$ cat src/rtl/uart_pkg.sv
// Shared types and register map for the memory-mapped UART transmitter.
package uart_pkg;

    typedef enum logic [1:0] {
        IDLE  = 2'd0,
        START = 2'd1,
        DATA  = 2'd2,
        STOP  = 2'd3
    } uart_tx_state_t;

    localparam logic [1:0] REG_TXDATA   = 2'd0;
    localparam logic [1:0] REG_STATUS   = 2'd1;
    localparam logic [1:0] REG_DIVISOR  = 2'd2;
    localparam logic [1:0] REG_RESERVED = 2'd3;

    localparam int STATUS_BUSY_BIT  = 0;
    localparam int STATUS_FULL_BIT  = 1;
    localparam int STATUS_EMPTY_BIT = 2;
    localparam int STATUS_OVF_BIT   = 3;
    localparam int STATUS_COUNT_LSB = 8;
    localparam int STATUS_COUNT_W   = 4;

    function automatic logic [31:0] pack_status(
        input logic                      busy,
        input logic                      full,
        input logic                      empty,
        input logic                      overflow,
        input logic [STATUS_COUNT_W-1:0] count
    );
        logic [31:0] s;
        s = '0;
        s[STATUS_BUSY_BIT]  = busy;
        s[STATUS_FULL_BIT]  = full;
        s[STATUS_EMPTY_BIT] = empty;
        s[STATUS_OVF_BIT]   = overflow;
        s[STATUS_COUNT_LSB +: STATUS_COUNT_W] = count;
        return s;
    endfunction

endpackage

$ cat src/rtl/sync_fifo.sv
// Single-clock FIFO with registered read; a push into a full FIFO is only
// accepted when a pop frees the slot in the same cycle.
module sync_fifo #(
    parameter int WIDTH = 8,
    parameter int DEPTH = 8
) (
    input  logic                    clk_i,
    input  logic                    rst_i,
    input  logic                    push,
    input  logic [WIDTH-1:0]        push_data,
    input  logic                    pop,
    output logic [WIDTH-1:0]        pop_data,
    output logic                    full,
    output logic                    empty,
    output logic [$clog2(DEPTH):0]  count,
    output logic                    push_dropped
);
    localparam int PTR_W = $clog2(DEPTH);
    localparam logic [PTR_W:0] FULL_COUNT = (PTR_W+1)'(DEPTH);

    logic [WIDTH-1:0] mem [DEPTH];
    logic [WIDTH-1:0] pop_data_reg;
    logic [PTR_W-1:0] wr_ptr_reg;
    logic [PTR_W-1:0] rd_ptr_reg;
    logic [PTR_W:0]   count_reg;
    logic [PTR_W:0]   count_next;
    logic             push_ok;
    logic             pop_ok;

    assign full         = (count_reg == FULL_COUNT);
    assign empty        = (count_reg == '0);
    assign pop_ok       = pop && !empty;
    assign push_ok      = push && (!full || pop_ok);
    assign push_dropped = push && !push_ok;
    assign count        = count_reg;
    assign pop_data     = pop_data_reg;

    always_comb begin
        count_next = count_reg;
        case ({push_ok, pop_ok})
            2'b10:   count_next = count_reg + (PTR_W+1)'(1);
            2'b01:   count_next = count_reg - (PTR_W+1)'(1);
            default: count_next = count_reg;
        endcase
    end

    // Storage has no reset so it maps onto RAM; read-first ordering hands the
    // popped word out even when a full-with-pop push overwrites that slot.
    always_ff @(posedge clk_i) begin
        if (push_ok) begin
            mem[wr_ptr_reg] <= push_data;
        end
        if (pop_ok) begin
            pop_data_reg <= mem[rd_ptr_reg];
        end
    end

    always_ff @(posedge clk_i or posedge rst_i) begin
        if (rst_i) begin
            wr_ptr_reg <= '0;
            rd_ptr_reg <= '0;
            count_reg  <= '0;
        end else begin
            if (push_ok) begin
                wr_ptr_reg <= wr_ptr_reg + PTR_W'(1);
            end
            if (pop_ok) begin
                rd_ptr_reg <= rd_ptr_reg + PTR_W'(1);
            end
            count_reg <= count_next;
        end
    end

endmodule

$ cat src/rtl/mmio_uart_tx.sv
// Memory-mapped 8N1 UART transmitter: bus decode, register file, read mux,
// TX FIFO and the serialiser state machine.
module mmio_uart_tx
    import uart_pkg::*;
#(
    parameter logic [31:0] BASE_ADDR  = 32'h1000_0000,
    parameter logic [15:0] CLK_DIV    = 16'd868,
    parameter int          FIFO_DEPTH = 8
) (
    input  logic        clk_i,
    input  logic        rst_i,
    input  logic        enable_i,
    input  logic [3:0]  wstrb_i,
    input  logic [31:0] addr_i,
    input  logic [31:0] wvalue_i,
    output logic [31:0] rvalue_o,
    output logic        hit_o,
    output logic        tx_o
);
    localparam int CNT_W = $clog2(FIFO_DEPTH) + 1;

    logic [1:0]  reg_idx;
    logic        bus_wr;
    logic        bus_rd;
    logic        txdata_push;
    logic        ovf_clear;
    logic        div_write;
    logic [15:0] div_wdata;

    logic [31:0] rvalue_reg;
    logic [31:0] rvalue_next;
    logic [15:0] divisor_reg;
    logic        overflow_reg;

    logic             fifo_pop;
    logic [7:0]       fifo_rdata;
    logic             fifo_full;
    logic             fifo_empty;
    logic [CNT_W-1:0] fifo_count;
    logic             fifo_dropped;

    uart_tx_state_t state_reg;
    uart_tx_state_t state_next;
    logic [15:0]    bit_cnt_reg;
    logic [15:0]    bit_cnt_next;
    logic [2:0]     bit_idx_reg;
    logic [2:0]     bit_idx_next;
    logic [7:0]     shift_reg;
    logic [7:0]     shift_next;
    logic           tx_reg;
    logic           tx_next;
    logic           busy;
    logic [31:0]    status_word;

    logic unused_bits;
    assign unused_bits = ^{addr_i[1:0], wvalue_i[31:16]};

    assign hit_o       = enable_i && (addr_i[31:4] == BASE_ADDR[31:4]);
    assign reg_idx     = addr_i[3:2];
    assign bus_wr      = hit_o && (wstrb_i != 4'b0000);
    assign bus_rd      = hit_o && (wstrb_i == 4'b0000);
    assign txdata_push = bus_wr && (reg_idx == REG_TXDATA) && wstrb_i[0];
    assign ovf_clear   = bus_wr && (reg_idx == REG_STATUS) && wstrb_i[0] && wvalue_i[STATUS_OVF_BIT];
    assign div_write   = bus_wr && (reg_idx == REG_DIVISOR) && (wstrb_i[1:0] == 2'b11);
    // A zero divisor would stall the bit counter, so it is clamped to one.
    assign div_wdata   = (wvalue_i[15:0] == 16'd0) ? 16'd1 : wvalue_i[15:0];

    sync_fifo #(
        .WIDTH (8),
        .DEPTH (FIFO_DEPTH)
    ) u_fifo (
        .clk_i        (clk_i),
        .rst_i        (rst_i),
        .push         (txdata_push),
        .push_data    (wvalue_i[7:0]),
        .pop          (fifo_pop),
        .pop_data     (fifo_rdata),
        .full         (fifo_full),
        .empty        (fifo_empty),
        .count        (fifo_count),
        .push_dropped (fifo_dropped)
    );

    assign busy        = (state_reg != IDLE) || !fifo_empty;
    assign status_word = pack_status(busy, fifo_full, fifo_empty, overflow_reg,
                                     STATUS_COUNT_W'(fifo_count));

    always_comb begin
        rvalue_next = 32'd0;
        if (bus_rd) begin
            case (reg_idx)
                REG_STATUS:  rvalue_next = status_word;
                REG_DIVISOR: rvalue_next = {16'd0, divisor_reg};
                default:     rvalue_next = 32'd0;
            endcase
        end
    end

    always_ff @(posedge clk_i or posedge rst_i) begin
        if (rst_i) begin
            rvalue_reg   <= 32'd0;
            divisor_reg  <= CLK_DIV;
            overflow_reg <= 1'b0;
        end else begin
            rvalue_reg <= rvalue_next;
            if (div_write) begin
                divisor_reg <= div_wdata;
            end
            if (fifo_dropped) begin
                overflow_reg <= 1'b1;
            end else if (ovf_clear) begin
                overflow_reg <= 1'b0;
            end
        end
    end

    // The popped byte arrives from the FIFO's read register during START, so
    // the shifter is loaded from it when the first data bit goes out.
    always_comb begin
        state_next   = state_reg;
        bit_cnt_next = bit_cnt_reg;
        bit_idx_next = bit_idx_reg;
        shift_next   = shift_reg;
        tx_next      = tx_reg;
        fifo_pop     = 1'b0;
        case (state_reg)
            IDLE: begin
                if (!fifo_empty) begin
                    fifo_pop     = 1'b1;
                    bit_cnt_next = divisor_reg - 16'd1;
                    tx_next      = 1'b0;
                    state_next   = START;
                end
            end
            START: begin
                if (bit_cnt_reg == 16'd0) begin
                    bit_cnt_next = divisor_reg - 16'd1;
                    tx_next      = fifo_rdata[0];
                    shift_next   = {1'b0, fifo_rdata[7:1]};
                    bit_idx_next = 3'd0;
                    state_next   = DATA;
                end else begin
                    bit_cnt_next = bit_cnt_reg - 16'd1;
                end
            end
            DATA: begin
                if (bit_cnt_reg == 16'd0) begin
                    bit_cnt_next = divisor_reg - 16'd1;
                    if (bit_idx_reg == 3'd7) begin
                        tx_next    = 1'b1;
                        state_next = STOP;
                    end else begin
                        tx_next      = shift_reg[0];
                        shift_next   = {1'b0, shift_reg[7:1]};
                        bit_idx_next = bit_idx_reg + 3'd1;
                    end
                end else begin
                    bit_cnt_next = bit_cnt_reg - 16'd1;
                end
            end
            STOP: begin
                if (bit_cnt_reg == 16'd0) begin
                    state_next = IDLE;
                end else begin
                    bit_cnt_next = bit_cnt_reg - 16'd1;
                end
            end
            default: state_next = IDLE;
        endcase
    end

    always_ff @(posedge clk_i or posedge rst_i) begin
        if (rst_i) begin
            state_reg   <= IDLE;
            bit_cnt_reg <= 16'd0;
            bit_idx_reg <= 3'd0;
            shift_reg   <= 8'd0;
            tx_reg      <= 1'b1;
        end else begin
            state_reg   <= state_next;
            bit_cnt_reg <= bit_cnt_next;
            bit_idx_reg <= bit_idx_next;
            shift_reg   <= shift_next;
            tx_reg      <= tx_next;
        end
    end

    assign rvalue_o = rvalue_reg;
    assign tx_o     = tx_reg;

endmodule

$ cat config.mk
export PLATFORM = sky130hd
export DESIGN_NAME = mmio_uart_tx
export DESIGN_NICKNAME = d
export VERILOG_FILES = /design/src/rtl/uart_pkg.sv /design/src/rtl/sync_fifo.sv /design/src/rtl/mmio_uart_tx.sv
export SDC_FILE = /design/constraint.sdc
export NUM_CORES = 1
export LEC_CHECK = 0
export CORE_ASPECT_RATIO = 1.75
export CORE_MARGIN = 10
export CORE_UTILIZATION = 49
export CTS_CLUSTER_DIAMETER = 100
export CTS_CLUSTER_SIZE = 12
export DETAILED_ROUTE_END_ITERATION = 10
export PLACE_DENSITY = 0.76
export SLEW_MARGIN = 0
export SYNTH_ARGS = -nofsm -noshare
export SYNTH_HDL_FRONTEND = slang
export SYNTH_SLANG_ARGS = --single-unit
$ cat constraint.sdc
create_clock -name clk_i -period 2.4 [get_ports clk_i]
set_input_delay 0.48 -clock clk_i [delete_from_list [all_inputs] [get_ports clk_i]]
set_output_delay 0.48 -clock clk_i [all_outputs]
set_load 0.01 [all_outputs]
==> flow_metrics.env, run 1 <==
export IMPL_cp_data_arrival_time_ns=2.71
export IMPL_die_h_um=177.6
export IMPL_gr_total_overflow=0
export IMPL_finalSetupViolations=1
export IMPL_r2r_slack_ns=0.08
export IMPL_path_buf_inv=2
export IMPL_io_pins=105
export IMPL_cp_top_family="simple AND/OR/NAND/NOR gates"
export IMPL_row_count=57
export IMPL_slew_headroom_pct=55.49
export IMPL_fmax_mhz=414.1
export IMPL_yosysSeqAreaShare_pct=57.11
export IMPL_pwr_share_clk_pct=46.5
export IMPL_synth_top_area_share_pct=31.09
export IMPL_dp_cells=824
export IMPL_io_buffers=70
export IMPL_drt_vias_per_instance=5.832
export IMPL_critical_path_cell_chain="clkdlybuf4s50_1 -> nor4b_2 -> nand4_1 -> or2_4 -> nand2_2 -> inv_2 -> ha_1 -> a21o_1 -> a21oi_4 -> a2111oi_2 -> a41oi_1 -> o21ai_1"
export IMPL_p_per_area_nw_per_um2=659.6
export IMPL_die_area_sq_um=19550
export IMPL_ir_drop_mv=0.6902
export IMPL_critPathMaxStageDelay_ns=0.42
export IMPL_synth_avg_cell_area_sq_um=13.15
export IMPL_ys_top_cells_by_count="edfxtp_1, dfrtp_1, nor2_1"
export IMPL_hp_class="input port to async pin"
export IMPL_cts_clk_slew_worst_paths_ns=0.07
export IMPL_regMostFlops="u_fifo.mem"
export IMPL_grt_use_total_pct=18.72
export IMPL_largest_reg_flops=64
export IMPL_power_leakage_nw=3.874
export IMPL_critPathSlowestCell="clkdlybuf4s50_1"
export IMPL_seqPwrFrac_pct=45.1
export IMPL_syn_area_sq_um=6954
export IMPL_area_growth_synth_to_final_pct=31.04
export IMPL_worst_pin_slew_ns=0.6616
export IMPL_gp_congestion=0.9067
export IMPL_finalCriticalPeriod_ns=2.415
export IMPL_cts_root_buf="clkbuf_16"
export IMPL_drc_errors=0
export IMPL_start_util_pct=50.00
export IMPL_worst_clock_skew_ns=0.01269
export IMPL_antenna_found_initial=0
export IMPL_synth_edf_count=72
export IMPL_core_area_sq_um=13910
export IMPL_firstDrtPassIters=6
export IMPL_ant_nets=0
export IMPL_violations="negative setup slack"
export IMPL_yosys_top_cells_area="edfxtp_1, dfrtp_1, mux4_2"
export IMPL_grt_max_degree=73
export IMPL_yosys_warnings=0
export IMPL_die_w_um=110.1
export IMPL_critical_path_class="input port to flip-flop"
export IMPL_first_global_vias=5409
export IMPL_drt_iter0_drc=285
export IMPL_final_util_pct=65.52
export IMPL_ys_seq_elements=144
export IMPL_grt_pass1_wl_um=28080
export IMPL_syn_inst=529
export IMPL_regToRegEndpoint="u_fifo.count[3]$_DFFE_PP0P_"
export IMPL_maxCapViolations=0
export IMPL_r2r_start="u_fifo.count[0]$_DFFE_PP0P_"
export IMPL_wire_per_inst_um=20.40
export IMPL_intPower_mw=4.545
export IMPL_combPwrFrac_pct=8.4
export IMPL_yosysTopAreaCell="edfxtp_1"
export IMPL_h_tree_depth=4
export IMPL_worstPathRequired_ns=2.70
export IMPL_synth_ff_type="edfxtp_1"
export IMPL_ctsHoldBuffers=0
export IMPL_cts_buffer_depth=2
export IMPL_drive_gt1_share_pct=28.12
export IMPL_cp_max_fo=4
export IMPL_swShare_pct=24.39
export IMPL_fin_ws_ns=-0.01491
export IMPL_place_hpwl_um=12540
export IMPL_p_sw_mw=1.466
export IMPL_layout_cells_non_filler=867
export IMPL_clkLatencyLatePin_ns=0.43
export IMPL_synthDistinctLibCells=74
export IMPL_synth_async_reset_ratio_pct=50.00
export IMPL_cts_sinks=144
export IMPL_cp_start_kind="input port"
export IMPL_synth_most_common_cell="edfxtp_1"
export IMPL_nNetsFinal=766
export IMPL_diodes=0
export IMPL_min_period_over_period_pct=100.6
export IMPL_r2r_cells=11
export IMPL_rsz0062_at_grt="true"
export IMPL_vias=5056
export IMPL_final_max_slew_viol_count=0
export IMPL_hold_viol=0
export IMPL_endpoint_kind="flip-flop"
export IMPL_cts_buffers=17
export IMPL_drt_wl_total_um=17690
export IMPL_status="complete, but fails checks"
export IMPL_cts_tree="done"
## routing by layer
metal  wire length, um  share of wire (%)  global-route usage (%)  vias up
li1                  -                  -                       -     2288
met1              6084                 34                   18.89     2519
met2             10030                 57                   34.52      207
met3              1010                5.7                   3.850       42
met4               562                3.2                   9.641        0
met5                 0                  0                       0        -
## worst max-delay path by stage
stage               start                     endpoint  depth (start not counted)
5_1_grt        addr_i[20]  u_fifo.count[3]$_DFFE_PP0P_                         12
4_1_cts        addr_i[18]  u_fifo.count[3]$_DFFE_PP0P_                         12
3_5_place_dp    addr_i[3]  u_fifo.count[3]$_DFFE_PP0P_                         14
2_1_floorplan  addr_i[20]   u_fifo.mem[6][0]$_DFFE_PP_                          5
3_3_place_gp    addr_i[2]  u_fifo.count[3]$_DFFE_PP0P_                         14
6_report       addr_i[20]  u_fifo.count[3]$_DFFE_PP0P_                         12
## power by group through the flow
stage,combinational (mW),clock (mW),sequential [mW]
5_1_grt,0.542,2.92,2.72
2_1_floorplan,0.277,0,2.73
6_report,0.503,2.80,2.71
3_3_place_gp,0.459,0,2.76
4_1_cts,0.499,2.82,2.71
3_5_place_dp,0.472,0,2.76
## cells in the final DEF, fill, tap and decap left out, types with 4 or more instances in the layout
cell / n
mux2_2: 15
dfrtp_1: 66
ha_1: 14
inv_8: 6
dfstp_2: 6
a221o_1: 5
nand3_1: 14
clkinv_8: 4
nor4_1: 12
xnor2_1: 10
clkdlybuf4s50_1: 53
nand2_1: 27
o21ai_0: 8
nor2b_1: 4
nand4_1: 6
xor2_1: 8
nor4_2: 7
and2_1: 9
mux4_2: 16
o21ai_1: 5
mux2i_1: 10
edfxtp_1: 72
a21oi_1: 17
buf_4: 78
mux2_1: 12
or3_1: 6
nor3_1: 4
nor3b_1: 6
dlygate4sd2_1: 14
clkbuf_16: 17
inv_1: 13
a22oi_1: 6
conb_1: 16
inv_2: 5
nor2_1: 32
## metrics by stage
| step | setup WS (ns) | area, sq um | hold WS (ns) | total power, mW | TNS [ns] |
|---|---|---|---|---|---|
| after floorplan | -0.1567 | 7038 | 0.4525 | 3.011 | -5.261 |
| after global routing | -0.1328 | 9112 | 0.4846 | 6.182 | -0.4929 |
| after global placement | -0.6145 | 8294 | 0.4630 | 3.214 | -24.90 |
| after CTS | 0.001238 | 9072 | 0.4662 | 6.027 | 0 |
| final | -0.01491 | 9112 | 0.4321 | 6.011 | -0.01491 |
| after detailed placement | -0.7777 | 8294 | 0.5069 | 3.233 | -29.59 |
## kinds of logic (layout without fill, tap and decap cells)
logic type / count (synthesis) / after routing / share of synthesized area (%)
and+or+nand+nor: 155 / 155 / 12.74
DFF: 144 / 144 / 57.11
AOI/OAI and AO/OA: 84 / 84 / 9.069
buffers and inverters: 55 / 201 / 4.264
muxes: 54 / 54 / 11.16
adders and majority gates: 18 / 18 / 3.346
xor gates and xnor gates: 18 / 18 / 2.267
other: 1 / 16 / 0.05392
## cell type report
class / instances / area, sq um
Tap cell: 177 / 221.5
Clock inverter: 15 / 217.7
Multi-Input combinational cell: 345 / 2889
Fill cell: 956 / 4795
Timing Repair Buffer: 151 / 1320
Sequential cell: 144 / 3971
Clock buffer: 17 / 425.4
Inverter: 18 / 67.56
## worst min-delay path, cell delays in order
cell and delay (ns):
clkdlybuf4s50_1 0.41, inv_2 0.07, buf_12 0.31
## timing repair
item,CTS,global route
setup buffers,11,0
pin swaps,14,4
hold endpoints to repair,0,0
resized for setup,42,11
endpoints found under the setup margin,3,41
(Power assumes the default switching activity.)
==> inputs of run 2 (changes only) <==
--- a/config.mk
+++ b/config.mk
@@ -11,6 +11,7 @@
 export CTS_CLUSTER_DIAMETER = 100
 export CTS_CLUSTER_SIZE = 12
 export DETAILED_ROUTE_END_ITERATION = 10
+export GPL_ROUTABILITY_DRIVEN = 1
 export PLACE_DENSITY = 0.76
 export SLEW_MARGIN = 0
 export SYNTH_ARGS = -nofsm -noshare
==> results of run 2 <==
No change in the layout: final DEF, timing and power equal those of run 1.
==> inputs of run 3 (changes only) <==
--- a/config.mk
+++ b/config.mk
@@ -8,7 +8,7 @@
 export CORE_ASPECT_RATIO = 1.75
 export CORE_MARGIN = 10
 export CORE_UTILIZATION = 49
-export CTS_CLUSTER_DIAMETER = 100
+export CTS_CLUSTER_DIAMETER = 120
 export CTS_CLUSTER_SIZE = 12
 export DETAILED_ROUTE_END_ITERATION = 10
 export GPL_ROUTABILITY_DRIVEN = 1
==> results of run 3 <==
No change in the layout: final DEF, timing and power equal those of run 1.
==> variant (settings of run 1) <==
The 4 states of `uart_tx_state_t` get a one-hot encoding in 4 bits.
--- a/src/rtl/uart_pkg.sv
+++ b/src/rtl/uart_pkg.sv
@@ -2,9 +2,9 @@
 package uart_pkg;
 
-    typedef enum logic [1:0] {
-        IDLE  = 2'd0,
-        START = 2'd1,
-        DATA  = 2'd2,
-        STOP  = 2'd3
+    typedef enum logic [3:0] {
+        IDLE  = 4'b0001,
+        START = 4'b0010,
+        DATA  = 4'b0100,
+        STOP  = 4'b1000
     } uart_tx_state_t;
 
Function: same outputs for any inputs over 4 cycles, from zero or initial values and one cycle with rst_i high; so few cycles prove little.
==> variant against run 1 <==
- critical path type unchanged
- power down 4.6%
- sequential power is 2% lower
- global-route usage is essentially flat
- wire length rose by 5.3%
- largest cell class unchanged
- design area increased by 2.8%
- synthesized area down 0.47%
- worst hold slack worse by 9.4 ps
- setup slack worse by 160 ps
- the run still ends with setup timing left
- sequential cell count up 2
==> variant: results (changes against run 1) <==
Core occupancy in the finished layout: 67.39% (was 65.52%)
Clock skew: 8.040 ps (was 12.69 ps)
Maximum vdd drop: 0.0006932 V (was 0.0006902 V)
Total leakage power: 3.813 nW (was 3.874 nW)
Routed met1 length: 6.164 mm (was 6.084 mm)
Via density per instance: 5.812 (was 5.832)
Worst setup path startpoint: addr_i[7] (was addr_i[20])
Synth cell types: 64 (was 74)
Fraction of synthesis flops using an asynchronous set or reset pin: 50.68% (was 50.00%)
Number of global-route vias before repair: 5361 (was 5409)
Met2 layer usage reported by global route: 33.75% (was 34.52%)
Critical path data arrival time: 2910 ps (was 2710 ps)
Clk cell area share: 6.569% (was 7.058%)
Mean instance size in the synthesized netlist: 13.04 µm² (was 13.15 µm²)
Failing checks: setup timing (unchanged)
Share of post-route cells with drive strength above 1: 31.49% (was 28.12%)
Post-route setup slack: -170.0 ps (was -14.91 ps)
Worst slew margin relative to its limit: 65.37% (was 55.49%)
Total cell area at the placement stage: 8341 µm² (was 8294 µm²)
Mux contribution to synthesized area: 12.33% (was 11.16%)
Final hold slack: 422.7 ps (was 432.1 ps)
Xor-xnor portion of the synthesized cell area: 2.278% (was 2.267%)
Routed length on met2: 10.67 mm (was 10.03 mm)
Worst path max stage delay: 450 ps (was 420 ps)
Setup slack after placement: -621.8 ps (was -777.7 ps)
Total power divided by cell area: 612.2 nW/µm² (was 659.6 nW/µm²)
Status: finished, violations left (unchanged)
Total area of multi-input combinational cells: 2853 µm² (was 2889 µm²)
Clock buffer cells: 19 (was 17)
Final-report setup violation count: 46 (was 1)
Cell total after placement: 816 (was 824)
Detail-routed net length per standard cell: 21.52 µm (was 20.40 µm)
Leading cell types by count after synthesis: 72 x sky130_fd_sc_hd__edfxtp_1, 67 x sky130_fd_sc_hd__dfrtp_1, 33 x sky130_fd_sc_hd__nand2_1, 28 x sky130_fd_sc_hd__o21ai_0, 26 x sky130_fd_sc_hd__mux2_2 (was 72 x sky130_fd_sc_hd__edfxtp_1, 66 x sky130_fd_sc_hd__dfrtp_1, 32 x sky130_fd_sc_hd__nor2_1, 28 x sky130_fd_sc_hd__nand2_1)
M3 GR Usage: 4.705% (was 3.850%)
Met1 demand-to-capacity share in global routing: 19.43% (was 18.89%)
==> variant: cell count changes in the layout (fill, tap and decap cells not counted), moves of 8 or more <==
cell	before	now
sky130_fd_sc_hd__dlygate4sd2_1	14	0
sky130_fd_sc_hd__mux2i_1	10	19
sky130_fd_sc_hd__buf_4	78	62
sky130_fd_sc_hd__o21ai_0	8	27
sky130_fd_sc_hd__mux2_1	12	0
sky130_fd_sc_hd__nor3_1	4	20
sky130_fd_sc_hd__clkdlybuf4s50_1	53	61
sky130_fd_sc_hd__dlymetal6s2s_1	0	8
sky130_fd_sc_hd__nor2_1	32	20
sky130_fd_sc_hd__mux2_2	15	26
sky130_fd_sc_hd__a21oi_1	17	2
sky130_fd_sc_hd__nand3_1	14	3
sky130_fd_sc_hd__buf_6	0	11
==> variant: report_power, final <==
part / switching (mW) / internal, mW / total, mW
clock: 1.08 / 1.69 / 2.77
sequential: 0.0126 / 2.65 / 2.66
combinational: 0.158 / 0.148 / 0.306
total: 1.25 / 4.48 / 5.74
